[config.mk]
export PLATFORM = sky130hd
export DESIGN_NAME = pc_sequencer
export DESIGN_NICKNAME = d
export VERILOG_FILES = /design/src/rtl/makina_pc_pkg.sv /design/src/rtl/pc_ras.sv /design/src/rtl/pc_sequencer.sv
export SDC_FILE = /design/constraint.sdc
export NUM_CORES = 1
export LEC_CHECK = 0
export CORE_ASPECT_RATIO = 0.6
export CORE_MARGIN = 2
export CORE_UTILIZATION = 49
export CTS_CLUSTER_DIAMETER = 50
export DETAILED_ROUTE_END_ITERATION = 12
export HOLD_SLACK_MARGIN = 0.03
export MAX_ROUTING_LAYER = met4
export PLACE_DENSITY_LB_ADDON = 0.3
export SYNTH_ARGS = -nofsm -noshare
export SYNTH_HDL_FRONTEND = slang
export SYNTH_SLANG_ARGS = --single-unit
[constraint.sdc]
create_clock -name clk -period 4.5 [get_ports clk]
set_input_delay 0.45 -clock clk [delete_from_list [all_inputs] [get_ports clk]]
set_output_delay 0.45 -clock clk [all_outputs]
set_load 0.005 [all_outputs]
[src/rtl/makina_pc_pkg.sv]
// Shared definitions for the program-counter sequencer.
//   PC_ADDR_W    : default program-counter / address width in bits
//   PC_RESET_VEC : default value pc_out takes while reset is asserted
//   pc_sel_e     : next-PC source select
package makina_pc_pkg;

  localparam int          PC_ADDR_W    = 16;
  localparam int unsigned PC_RESET_VEC = 0;

  typedef enum logic [2:0] {
    HOLD,
    SEQ,
    BRANCH,
    CALL,
    RET,
    TAILCALL
  } pc_sel_e;

endpackage

[src/rtl/pc_ras.sv]
// Circular return-address stack.
//   clk, reset_n : clock, asynchronous active-low reset (pointer/occupancy only)
//   push         : write push_addr as the new top; when full the oldest entry
//                  is overwritten and occupancy stays at RAS_DEPTH
//   pop          : drop the top entry (ignored when empty)
//   replace      : overwrite the top entry with push_addr; acts as push when
//                  empty; takes precedence over push/pop
//   push_addr    : address to write
//   top          : current top entry
//   empty, full  : decoded from registered occupancy
module pc_ras
  import makina_pc_pkg::*;
#(
  parameter int ADDR_W    = PC_ADDR_W,
  parameter int RAS_DEPTH = 8
) (
  input  logic              clk,
  input  logic              reset_n,
  input  logic              push,
  input  logic              pop,
  input  logic              replace,
  input  logic [ADDR_W-1:0] push_addr,
  output logic [ADDR_W-1:0] top,
  output logic              empty,
  output logic              full
);

  localparam int PW = $clog2(RAS_DEPTH);
  localparam int CW = PW + 1;

  if ((RAS_DEPTH < 2) || ((RAS_DEPTH & (RAS_DEPTH - 1)) != 0)) begin : g_bad_depth
    $error("pc_ras: RAS_DEPTH must be a power of two, at least 2");
  end

  logic [ADDR_W-1:0] mem [RAS_DEPTH];
  logic [PW-1:0]     wr_ptr;
  logic [PW-1:0]     top_ptr;
  logic [CW-1:0]     count;

  // wr_ptr is the next free slot; when full it also points at the oldest
  // entry, so a push there is exactly the circular overwrite.
  assign top_ptr = wr_ptr - PW'(1);
  assign top     = mem[top_ptr];
  assign empty   = (count == '0);
  assign full    = (count == CW'(RAS_DEPTH));

  always_ff @(posedge clk or negedge reset_n) begin
    if (!reset_n) begin
      wr_ptr <= '0;
      count  <= '0;
    end else if (replace) begin
      if (empty) begin
        wr_ptr <= wr_ptr + PW'(1);
        count  <= count + CW'(1);
      end
    end else if (push) begin
      wr_ptr <= wr_ptr + PW'(1);
      if (!full) count <= count + CW'(1);
    end else if (pop && !empty) begin
      wr_ptr <= top_ptr;
      count  <= count - CW'(1);
    end
  end

  // Entry storage carries no reset; occupancy alone defines validity.
  always_ff @(posedge clk) begin
    if (replace && !empty) mem[top_ptr] <= push_addr;
    else if (push || replace) mem[wr_ptr] <= push_addr;
  end

endmodule

[src/rtl/pc_sequencer.sv]
// Program-counter sequencer with return-address stack.
//   clk           : clock, rising edge
//   reset_n       : asynchronous active-low reset
//   stall         : hold all state (err_clr still acts)
//   branch_taken  : jump to target (ignored with call/ret)
//   branch_rel    : target = pc_out + target_addr instead of target_addr
//   call, ret     : push-and-jump / pop; both together = tail call
//   target_addr   : absolute target or two's-complement offset
//   err_clr       : clear sticky flags (a new error on the same edge wins)
//   pc_out        : registered current PC
//   ras_empty/full: stack occupancy status
//   ras_overflow  : sticky, push while full
//   ras_underflow : sticky, pop while empty
module pc_sequencer
  import makina_pc_pkg::*;
#(
  parameter int          ADDR_W    = PC_ADDR_W,
  parameter int unsigned RESET_VEC = PC_RESET_VEC,
  parameter int unsigned STEP      = 1,
  parameter int          RAS_DEPTH = 8
) (
  input  logic              clk,
  input  logic              reset_n,
  input  logic              stall,
  input  logic              branch_taken,
  input  logic              branch_rel,
  input  logic              call,
  input  logic              ret,
  input  logic [ADDR_W-1:0] target_addr,
  input  logic              err_clr,
  output logic [ADDR_W-1:0] pc_out,
  output logic              ras_empty,
  output logic              ras_full,
  output logic              ras_overflow,
  output logic              ras_underflow
);

  logic [ADDR_W-1:0]        pc_p0;
  logic [ADDR_W-1:0]        pc_seq;
  logic [ADDR_W-1:0]        pc_next;
  logic [ADDR_W-1:0]        target;
  logic [ADDR_W-1:0]        ras_top;
  logic signed [ADDR_W-1:0] rel_sum;
  pc_sel_e                  sel;
  logic                     push;
  logic                     pop;
  logic                     replace;
  logic                     ovf_set;
  logic                     unf_set;

  assign pc_seq  = pc_p0 + ADDR_W'(STEP);
  assign rel_sum = $signed(pc_p0) + $signed(target_addr);
  assign target  = branch_rel ? $unsigned(rel_sum) : target_addr;
  assign pc_out  = pc_p0;

  always_comb begin
    sel     = SEQ;
    push    = 1'b0;
    pop     = 1'b0;
    replace = 1'b0;
    ovf_set = 1'b0;
    unf_set = 1'b0;
    if (stall) begin
      sel = HOLD;
    end else if (call && ret) begin
      // Tail call: top entry swapped in place; an empty stack makes it a
      // plain push but is still reported as an underflow.
      sel     = TAILCALL;
      replace = 1'b1;
      unf_set = ras_empty;
    end else if (ret) begin
      pop = 1'b1;
      if (ras_empty) begin
        sel     = SEQ;
        unf_set = 1'b1;
      end else begin
        sel = RET;
      end
    end else if (call) begin
      sel     = CALL;
      push    = 1'b1;
      ovf_set = ras_full;
    end else if (branch_taken) begin
      sel = BRANCH;
    end
  end

  always_comb begin
    pc_next = pc_seq;
    case (sel)
      HOLD:                   pc_next = pc_p0;
      RET:                    pc_next = ras_top;
      CALL, TAILCALL, BRANCH: pc_next = target;
      default:                pc_next = pc_seq;
    endcase
  end

  // Stage p0: architectural PC and sticky error flags
  always_ff @(posedge clk or negedge reset_n) begin
    if (!reset_n) begin
      pc_p0         <= ADDR_W'(RESET_VEC);
      ras_overflow  <= 1'b0;
      ras_underflow <= 1'b0;
    end else begin
      pc_p0         <= pc_next;
      ras_overflow  <= ovf_set | (ras_overflow & ~err_clr);
      ras_underflow <= unf_set | (ras_underflow & ~err_clr);
    end
  end

  pc_ras #(
    .ADDR_W   (ADDR_W),
    .RAS_DEPTH(RAS_DEPTH)
  ) u_ras (
    .clk      (clk),
    .reset_n  (reset_n),
    .push     (push),
    .pop      (pop),
    .replace  (replace),
    .push_addr(pc_seq),
    .top      (ras_top),
    .empty    (ras_empty),
    .full     (ras_full)
  );

endmodule

# Yosys cells after proc, flatten, opt, wreduce, memory -nomap -nowiden

Memory sizes are Yosys's and may differ from the RTL's.
Cells that the tools add are included.

Bits in registers: 25
Memories: 1
Logic and storage cells: 78
RAM bits: 128
Input port bits: 24

Reduce and logical (&&, ||, !) cells: 12
Bitwise logic cells: 5
Equal/unequal tests: 7
Mux-type cells: 42
Add/subtract/negate cells: 6

Memory list:

| name      | words | width | rd ports | clocked after memory_dff | wr ports | line         | text |
|---|---|---|---|---|---|---|---|
| u_ras.mem | 8     | 16    | 1        | 0                        | 1        | pc_ras.sv:35 | `logic [ADDR_W-1:0] mem [RAS_DEPTH];` |

Operator list:

| kind                  | number |
|---|---|
| $pmux 16 s3           | 1 |
| $mux 16               | 2 |
| $mux 3                | 9 |
| $mux 1                | 23 |
| $mux 4                | 5 |
| $add 16x1->16 const B | 1 |
| $add 16x16->16        | 1 |
| $reduce_or 16->1      | 1 |
| $eq 3x2->1 const B    | 2 |
| $eq 3x3->1 const B    | 2 |
| $add 4x1->4 const B   | 1 |
| $eq 4x4->1 const B    | 1 |
| $logic_not 4->1       | 1 |
| $mux 2                | 2 |
| $sub 4x1->4 const B   | 1 |
| $add 3x1->3 const B   | 1 |
| $logic_and 1x1->1     | 3 |
| $logic_not 3->1       | 1 |
| $ne 3x3->1 const B    | 1 |
| $reduce_and 3->1      | 1 |
| $reduce_bool 3->1     | 1 |
| $reduce_or 3->1       | 1 |
| $sub 3x1->3 const B   | 1 |
| $and 1x1->1           | 2 |
| 6 further kinds       | 7 |

# Logic depth before layout (Yosys ltp)

Gate-level depths: netlist (run 1).

Depth in word-level cells: 10
Gate-level depth with buffers: 12
Gate-level depth less buffers: 9

# Hierarchy

From an unflattened synthesis (run 1), not the netlist that was laid out.

Cell total of the unflattened synthesis: 575
Area total of the unflattened synthesis: 7652.3 µm²

By module, submodules not included:

| module       | sequential area each (µm²) | instances | area each (µm²) | cells an instance |
|---|---|---|---|---|
| pc_ras       | 4018.9                     | 1         | 5469.0          | 302 |
| pc_sequencer | 450.4                      | 1         | 2183.3          | 273 |

# Least setup slack after synthesis (run 1)

Ideal clock, no wire load.

Path kind: reg-to-reg
Start point: register u_ras.wr_ptr[0]
End point: memory u_ras.mem[0][0] (netlist name) (enable)
Stages on the path, launching flop included: 10
Arrival time: 2.840 ns
Required time: 4.112 ns
Period minus slack after synthesis: 3.228 ns
Setup time: 0.388 ns
Slack: 1.272 ns
Path buffers: 4
Cell sequence: dfrtp_1 buf_4 buf_2 inv_1 ha_1 clkbuf_1 clkbuf_1 o21ai_0 o31a_1 nor2_1

Word-level cells in the longest chain between the ends: 2

Ends and longest elaborated chain:

| element                     | line         | text |
|---|---|---|
| from (decl)                 | pc_ras.sv:36 | `logic [PW-1:0] wr_ptr;` |
| from (signal assigned)      | pc_ras.sv:53 | `wr_ptr <= wr_ptr + PW'(1);` |
| from (signal assigned)      | pc_ras.sv:57 | `wr_ptr <= wr_ptr + PW'(1);` |
| from (signal assigned)      | pc_ras.sv:60 | `wr_ptr <= top_ptr;` |
| $sub 3x1->3                 | pc_ras.sv:42 | `assign top_ptr = wr_ptr - PW'(1);` |
| $mux 3 (no source line) (*) | n/a          |  |
| to (decl)                   | pc_ras.sv:35 |  |

Every way passes the cells marked *; elsewhere a longest branch is shown, timed or not.

# Worst setup path in the final report (run 1)

Start point: register u_ras.wr_ptr[1]
End point: memory u_ras.mem[7][8] (netlist name) (enable)

The elaborated chain is that of the path after synthesis.

==> flow_summary.yaml, run 1 <==
synthesis:
  synth-compound-area-share_pct: 10.26
  syn_area_mm2: 0.007586
  yosysWarnings: 0
  yosysTopAreaCell: "edfxtp_1"
  synth-xor-area-share_pct: 4.107
  synth_seq_cells: 153
  synthSimpleGateAreaFrac_pct: 8.989
  synth_ff_type: "edfxtp_1"
  synth_edf_count: 128
  syn_nets: 601
  syn_avg_cell_area_um2: 13.64
  synth-async-reset-ratio_pct: 16.34
  yosys.area_share.adder_pct: 3.563
  synthMuxAreaShare_pct: 11.28
  synth_top_family_by_area: "multiplexers"
  synth_top_cell_area_share_pct: 50.67
  synth_cells: 556
  ys_top_cells_by_area: "edfxtp_1 (51%), mux4_2 (9.5%), dfrtp_1 (8.2%), ha_1 (3.3%), a21oi_1 (2.8%)"
  ys_types: 63
  ys_seq_area_share_pct: 58.91
timing:
  tns_ns: 0
  max_freq_mhz: 334.8
  finClkSkew_ns: 0.01596
  finalHoldViolations: 0
  worst_slew_pin_slew_ns: 1.405
  period_share_pct: 66.38
  slew_headroom_pct: 5.665
  whs_ns: 0.4082
  final-max-slew-violation-count: 0
  grt_setup_unrepaired: "false"
  setup_viol: 0
  fin_crit_ns: 2.987
clock_tree:
  clk_pin_slew_ns: 0.07
  ctsHoldBuffers: 0
  clk_latency_ns: 0.42
  cts_setup_buffers: 0
  cts-buffers-inserted: 17
  cts-resized-gates: 0
  clock_path_buffers: 2
  h-tree-depth: 4
  cts-root-buf: "clkbuf_16"
  clock-sinks: 153
  cts_tree: "built"
layout:
  final_cell_mix: "edfxtp_1 (128), nand2_1 (47), clkdlybuf4s50_1 (43)"
  final_area_mm2: 0.008746
  syn2layout_area_growth_pct: 15.29
  post-route-util_pct: 57.39
  final_common_cell: "edfxtp_1"
  fin_nets: 648
  n_fill_cell: 1216
  antennaDiodeCount: 0
  layout-drive-gt1-share_pct: 15.12
min_path:
  hp-class: "input pin to asynchronous set/reset pin"
worst_setup_path:
  r2r_start: "u_ras.wr_ptr[1]"
  critPathCaptureType: "register"
  r2r_slack_ns: 1.51
  reg2regPathDepth: 7
  crit_type: "register to register"
  cp_data_arrival_time_ns: 3.13
  start_kind: "register"
  worst-path-max-fanout: 16
  critPathRequiredTime_ns: 4.64
  worstReg2RegEnd: "u_ras.mem[7][8]"
placed_design:
  io_buffers: 43
  placed_area_mm2: 0.008233
  globalplace.congestion: 0.8551
  dp_hpwl_mm: 12.41
job:
  drv_cap: 0
die:
  pin_count: 44
  rows: 35
  dieWidth_um: 164.6
  die_height_um: 100.4
  dieArea_mm2: 0.01653
  core_area_mm2: 0.01524
  start_util_pct: 49.78
grt:
  grt_max_degree: 40
  antenna_found_initial: 0
  grt_pass1_vias: 4882
  grt_pass1_wl_mm: 28.17
  grt_overflow: 0
  track_usage_pct: 24.13
power:
  share_comb_of_total_power_pct: 40.7
  p_leak_uw: 0.003100
  p_per_area_mw_per_mm2: 646.0
  p_sw_uw: 2067
  p_sw_share_pct: 36.58
  pwr-share-seq_pct: 37.1
  intPower_uw: 3583
  irDropWorstVdd_uv: 594.7
  clkPwrFrac_pct: 22.2
drt:
  routedWlPerCell_um: 22.39
  vias: 5036
  viasPerCell: 6.156
  postRouteAntennaNets: 0
  drc: 0
  drt_iter0_drc: 610
  routed_wl_mm: 18.32
  firstDrtPassIters: 5
status:
  status: "finished, final reports clean"
==> cell usage after synthesis, types with 10 or more instances <==
library cell and n:
nand3_1 16, buf_2 12, dfrtp_1 25, clkbuf_1 12, ha_1 20, edfxtp_1 128
xnor2_1 24, nand2_1 47, mux4_2 32, inv_1 20, a21oi_1 42, nor2_1 28
o21ai_0 13, a21o_1 10, nor3_1 10
==> through the flow <==
stage / worst slack (ns) / power (uW) / instances
floorplan: 1.272 / 3677 / 556
global placement: 1.495 / 4310 / 787
detailed placement: 1.356 / 4395 / 787
CTS: 1.597 / 5657 / 818
global route: 1.337 / 5936 / 818
finish: 1.513 / 5650 / 818
==> power by group through the flow <==
stage / clock network, uW / registers [uW] / logic (uW)
CTS: 1270 / 2090 / 2300
global route: 1330 / 2120 / 2490
finish: 1250 / 2100 / 2300
detailed placement: 0 / 2110 / 2280
floorplan: 0 / 2050 / 1630
global placement: 0 / 2100 / 2210
==> per-layer routing <==
layer	wire length (um)	track usage, %	share of wire, %
met5	0	-	0
met4	310	6.756	1.7
met3	1628	4.669	8.9
met2	7908	32.64	43
met1	8471	37.21	46
==> worst max-delay path: stages (launching register included) <==
cell and delay [ns]:
dfrtp_1 0.43, inv_1 0.07, ha_1 0.27, xnor2_1 1.10, nor3_1 0.12, o21ai_0 0.34, nor2_1 0.09, buf_4 0.26
==> cell families (layout without fill, tap and decap cells) <==
kind of cell / count (synthesis) / in the layout
adders and majority gates: 21 / 21
xor gates and xnor gates: 33 / 33
DFF: 153 / 153
muxes: 45 / 45
buffers and inverters: 49 / 108
AOI/OAI and AO/OA: 119 / 119
and+or+nand+nor: 136 / 136
==> registers in the layout (all words and copies together) (netlist names) <==
signal,count
pc_out,16
ras_overflow,1
ras_underflow,1
u_ras.count,4
u_ras.mem,128
u_ras.wr_ptr,3
==> cell type report <==
type	instances	area (um^2)	share of cell area, %
multi-input cells	354	2898	33.13
clock inverters	12	80.08	0.9156
clock buffers	19	432.9	4.950
repair buffers	57	535.5	6.123
inverters	20	75.07	0.8584
well taps	203	254.0	2.904
flip-flops and latches	153	4471	51.12
==> worst max path at each step <==
stage / slack [ns] / endpoint / cells after the start / startpoint
5_1_grt: 1.34 / u_ras.mem[7][6] / 7 / u_ras.wr_ptr[1]
6_report: 1.51 / u_ras.mem[7][8] / 7 / u_ras.wr_ptr[1]
2_1_floorplan: 1.27 / u_ras.mem[0][0] / 9 / u_ras.wr_ptr[0]
3_5_place_dp: 1.36 / u_ras.mem[2][2] / 8 / stall
4_1_cts: 1.60 / u_ras.mem[7][13] / 7 / u_ras.wr_ptr[1]
3_3_place_gp: 1.49 / u_ras.mem[2][2] / 8 / stall
No activity file was read; power rests on OpenSTA's default activity.
==> inputs of run 2 (changes only) <==
- clock period: 4.5 -> 2.75 ns (I/O delays scaled with it)
==> run 2 against run 1 <==
Against the previous run:
- routed wire length fell by 0.82%
- die area did not move
- total power rose by 74%
- clock power rose by 90%
- sequential cell count did not move
- sequential power rose by 63%
- critical path depth rose by 2
- critical endpoint is now pc_out[12]
==> flow_summary.yaml, run 2 (synthesis results as in run 1) <==
worst_setup_path:
  r2r_start: "pc_out[0]"
  reg2regPathDepth: 9
  critPathRequiredTime_ns: 3.09
  worst-path-max-fanout: 7
  critPathCaptureType: "register"
  crit_top_cell: "nor2_1"
  worstReg2RegEnd: "pc_out[12]"
  crit_chain: "ha_1 > fa_1 > a21o_1 > a21oi_2 > nor2_1 > o41ai_2 > nor2_1 > mux2_2 > o2bb2ai_1"
  start_kind: "register"
  slowest_delay_ns: 0.45
  crit_slowest_cell: "dfrtp_1"
  r2r_slack_ns: 0.15
  cp_data_arrival_time_ns: 2.94
  crit_type: "register to register"
layout:
  largest_register: "u_ras.mem"
  instances_no_fill: 843
  largest_reg_flops: 128
  fin_nets: 672
  final_cell_mix: "edfxtp_1 (128), nand2_1 (47), clkdlybuf4s50_1 (43)"
  post-route-util_pct: 60.36
  antennaDiodeCount: 0
  layout-drive-gt1-share_pct: 20.63
  syn2layout_area_growth_pct: 21.26
  final_common_cell: "edfxtp_1"
timing:
  final-max-slew-violation-count: 0
  finalHoldViolations: 0
  grt_setup_unrepaired: "false"
  slew_headroom_pct: 53.21
  fin_crit_ns: 2.603
  period_share_pct: 94.67
  finClkSkew_ns: 0.01183
  setup_viol: 0
  max_freq_mhz: 384.1
  worst_slew_pin_slew_ns: 0.6969
  whs_ns: 0.2245
min_path:
  hp-class: "input pin to asynchronous set/reset pin"
power:
  irDropWorstVdd_uv: 651.0
  total_power_uw: 9845
  p_leak_uw: 0.003304
  p_per_area_mw_per_mm2: 1070
status:
  status: "finished, final reports clean"
placed_design:
  dp.cells: 811
  io_buffers: 43
  globalplace.congestion: 0.8945
  dp_hpwl_mm: 12.31
clock_tree:
  cts-buffers-inserted: 17
  cts_tree: "built"
  clock-sinks: 153
  cts-root-buf: "clkbuf_16"
  h-tree-depth: 4
  clk_latency_ns: 0.43
  clock_path_buffers: 2
  clk_pin_slew_ns: 0.07
drt:
  routed_wl_mm: 18.17
  viasPerCell: 6.072
  drt_iter0_drc: 604
  vias: 5119
  firstDrtPassIters: 5
  postRouteAntennaNets: 0
  drc: 0
  routedWlPerCell_um: 21.55
die:
  die_height_um: 100.4
  pin_count: 44
  dieWidth_um: 164.6
  rows: 35
  dieArea_mm2: 0.01653
  core_area_mm2: 0.01524
  start_util_pct: 49.78
grt:
  grt_max_degree: 30
  track_usage_pct: 24.32
  grt_pass1_wl_mm: 28.39
  antenna_found_initial: 0
  grt_pass1_vias: 5012
  grt_overflow: 0
job:
  drv_cap: 0
[run 2: cell types whose count changed in the layout (fill, tap and decap cells not counted), sizes merged]
cell      previous run  this run
buf                 14        38
bufinv               0         1
clkbuf              19        17
clkinv               7         5
clkinvlp             4         0
inv                 21        29
[run 2: metal layers]
layer	GRT usage, %	routed length, um	part of all wire (%)	vias up
li1	-	-	-	2290
met1	34.59	8233	45	2587
met2	35.34	8344	46	230
met3	6.405	1490	8.2	12
met4	5.819	98	0.54	0
met5	-	0	0	-
[run 2: what timing repair did]
action                     CTS  global route
buffers inserted             0             0
hold buffers                 0             0
resized for setup            0             5
setup endpoints to repair    0            77
[run 2: how the worst max path moves through the flow]
stage                     from         endpoint  depth (start not counted)
6_report             pc_out[0]       pc_out[12]                          9
4_1_cts         u_ras.count[0]  u_ras.mem[3][7]                          9
5_1_grt              pc_out[0]        pc_out[8]                         10
3_3_place_gp    target_addr[0]       pc_out[12]                         10
2_1_floorplan  u_ras.wr_ptr[0]  u_ras.mem[3][0]                          9
3_5_place_dp    target_addr[0]       pc_out[12]                         10
[run 2: power breakdown]
part           internal, uW  total (uW)  switching (uW)
Sequential             3100        3420             314
Combinational          1850        4050            2200
Clock                  1310        2380            1070
[run 2: metrics by stage]
| step | setup slack [ns] | TNS (ns) | area [um^2] |
|---|---|---|---|
| finish | 0.1467 | 0 | 9199 |
| global route | 0.008559 | 0 | 9199 |
| CTS | 0.1067 | 0 | 9179 |
| detailed placement | -0.04011 | -0.05825 | 8574 |
| global placement | 0.03288 | 0 | 8574 |
| floorplan | -0.02960 | -0.9470 | 7654 |
[run 2: critical path, delay by kind of cell, from the launching register on]
kind	cells	cell delay (ns)
compound gates	4	0.92
fa+ha+maj	2	0.65
flops	1	0.45
mux	1	0.29
simple gates	2	0.19
[run 2: cell type report]
cell class / count / area, um^2
clock inverter: 15 / 178.9
inverter: 20 / 75.07
sequential: 153 / 4471
clock buffer: 17 / 425.4
fill: 1154 / 6041
multi-input combinational: 354 / 2979
tap: 203 / 254.0
timing repair buffer: 81 / 815.8
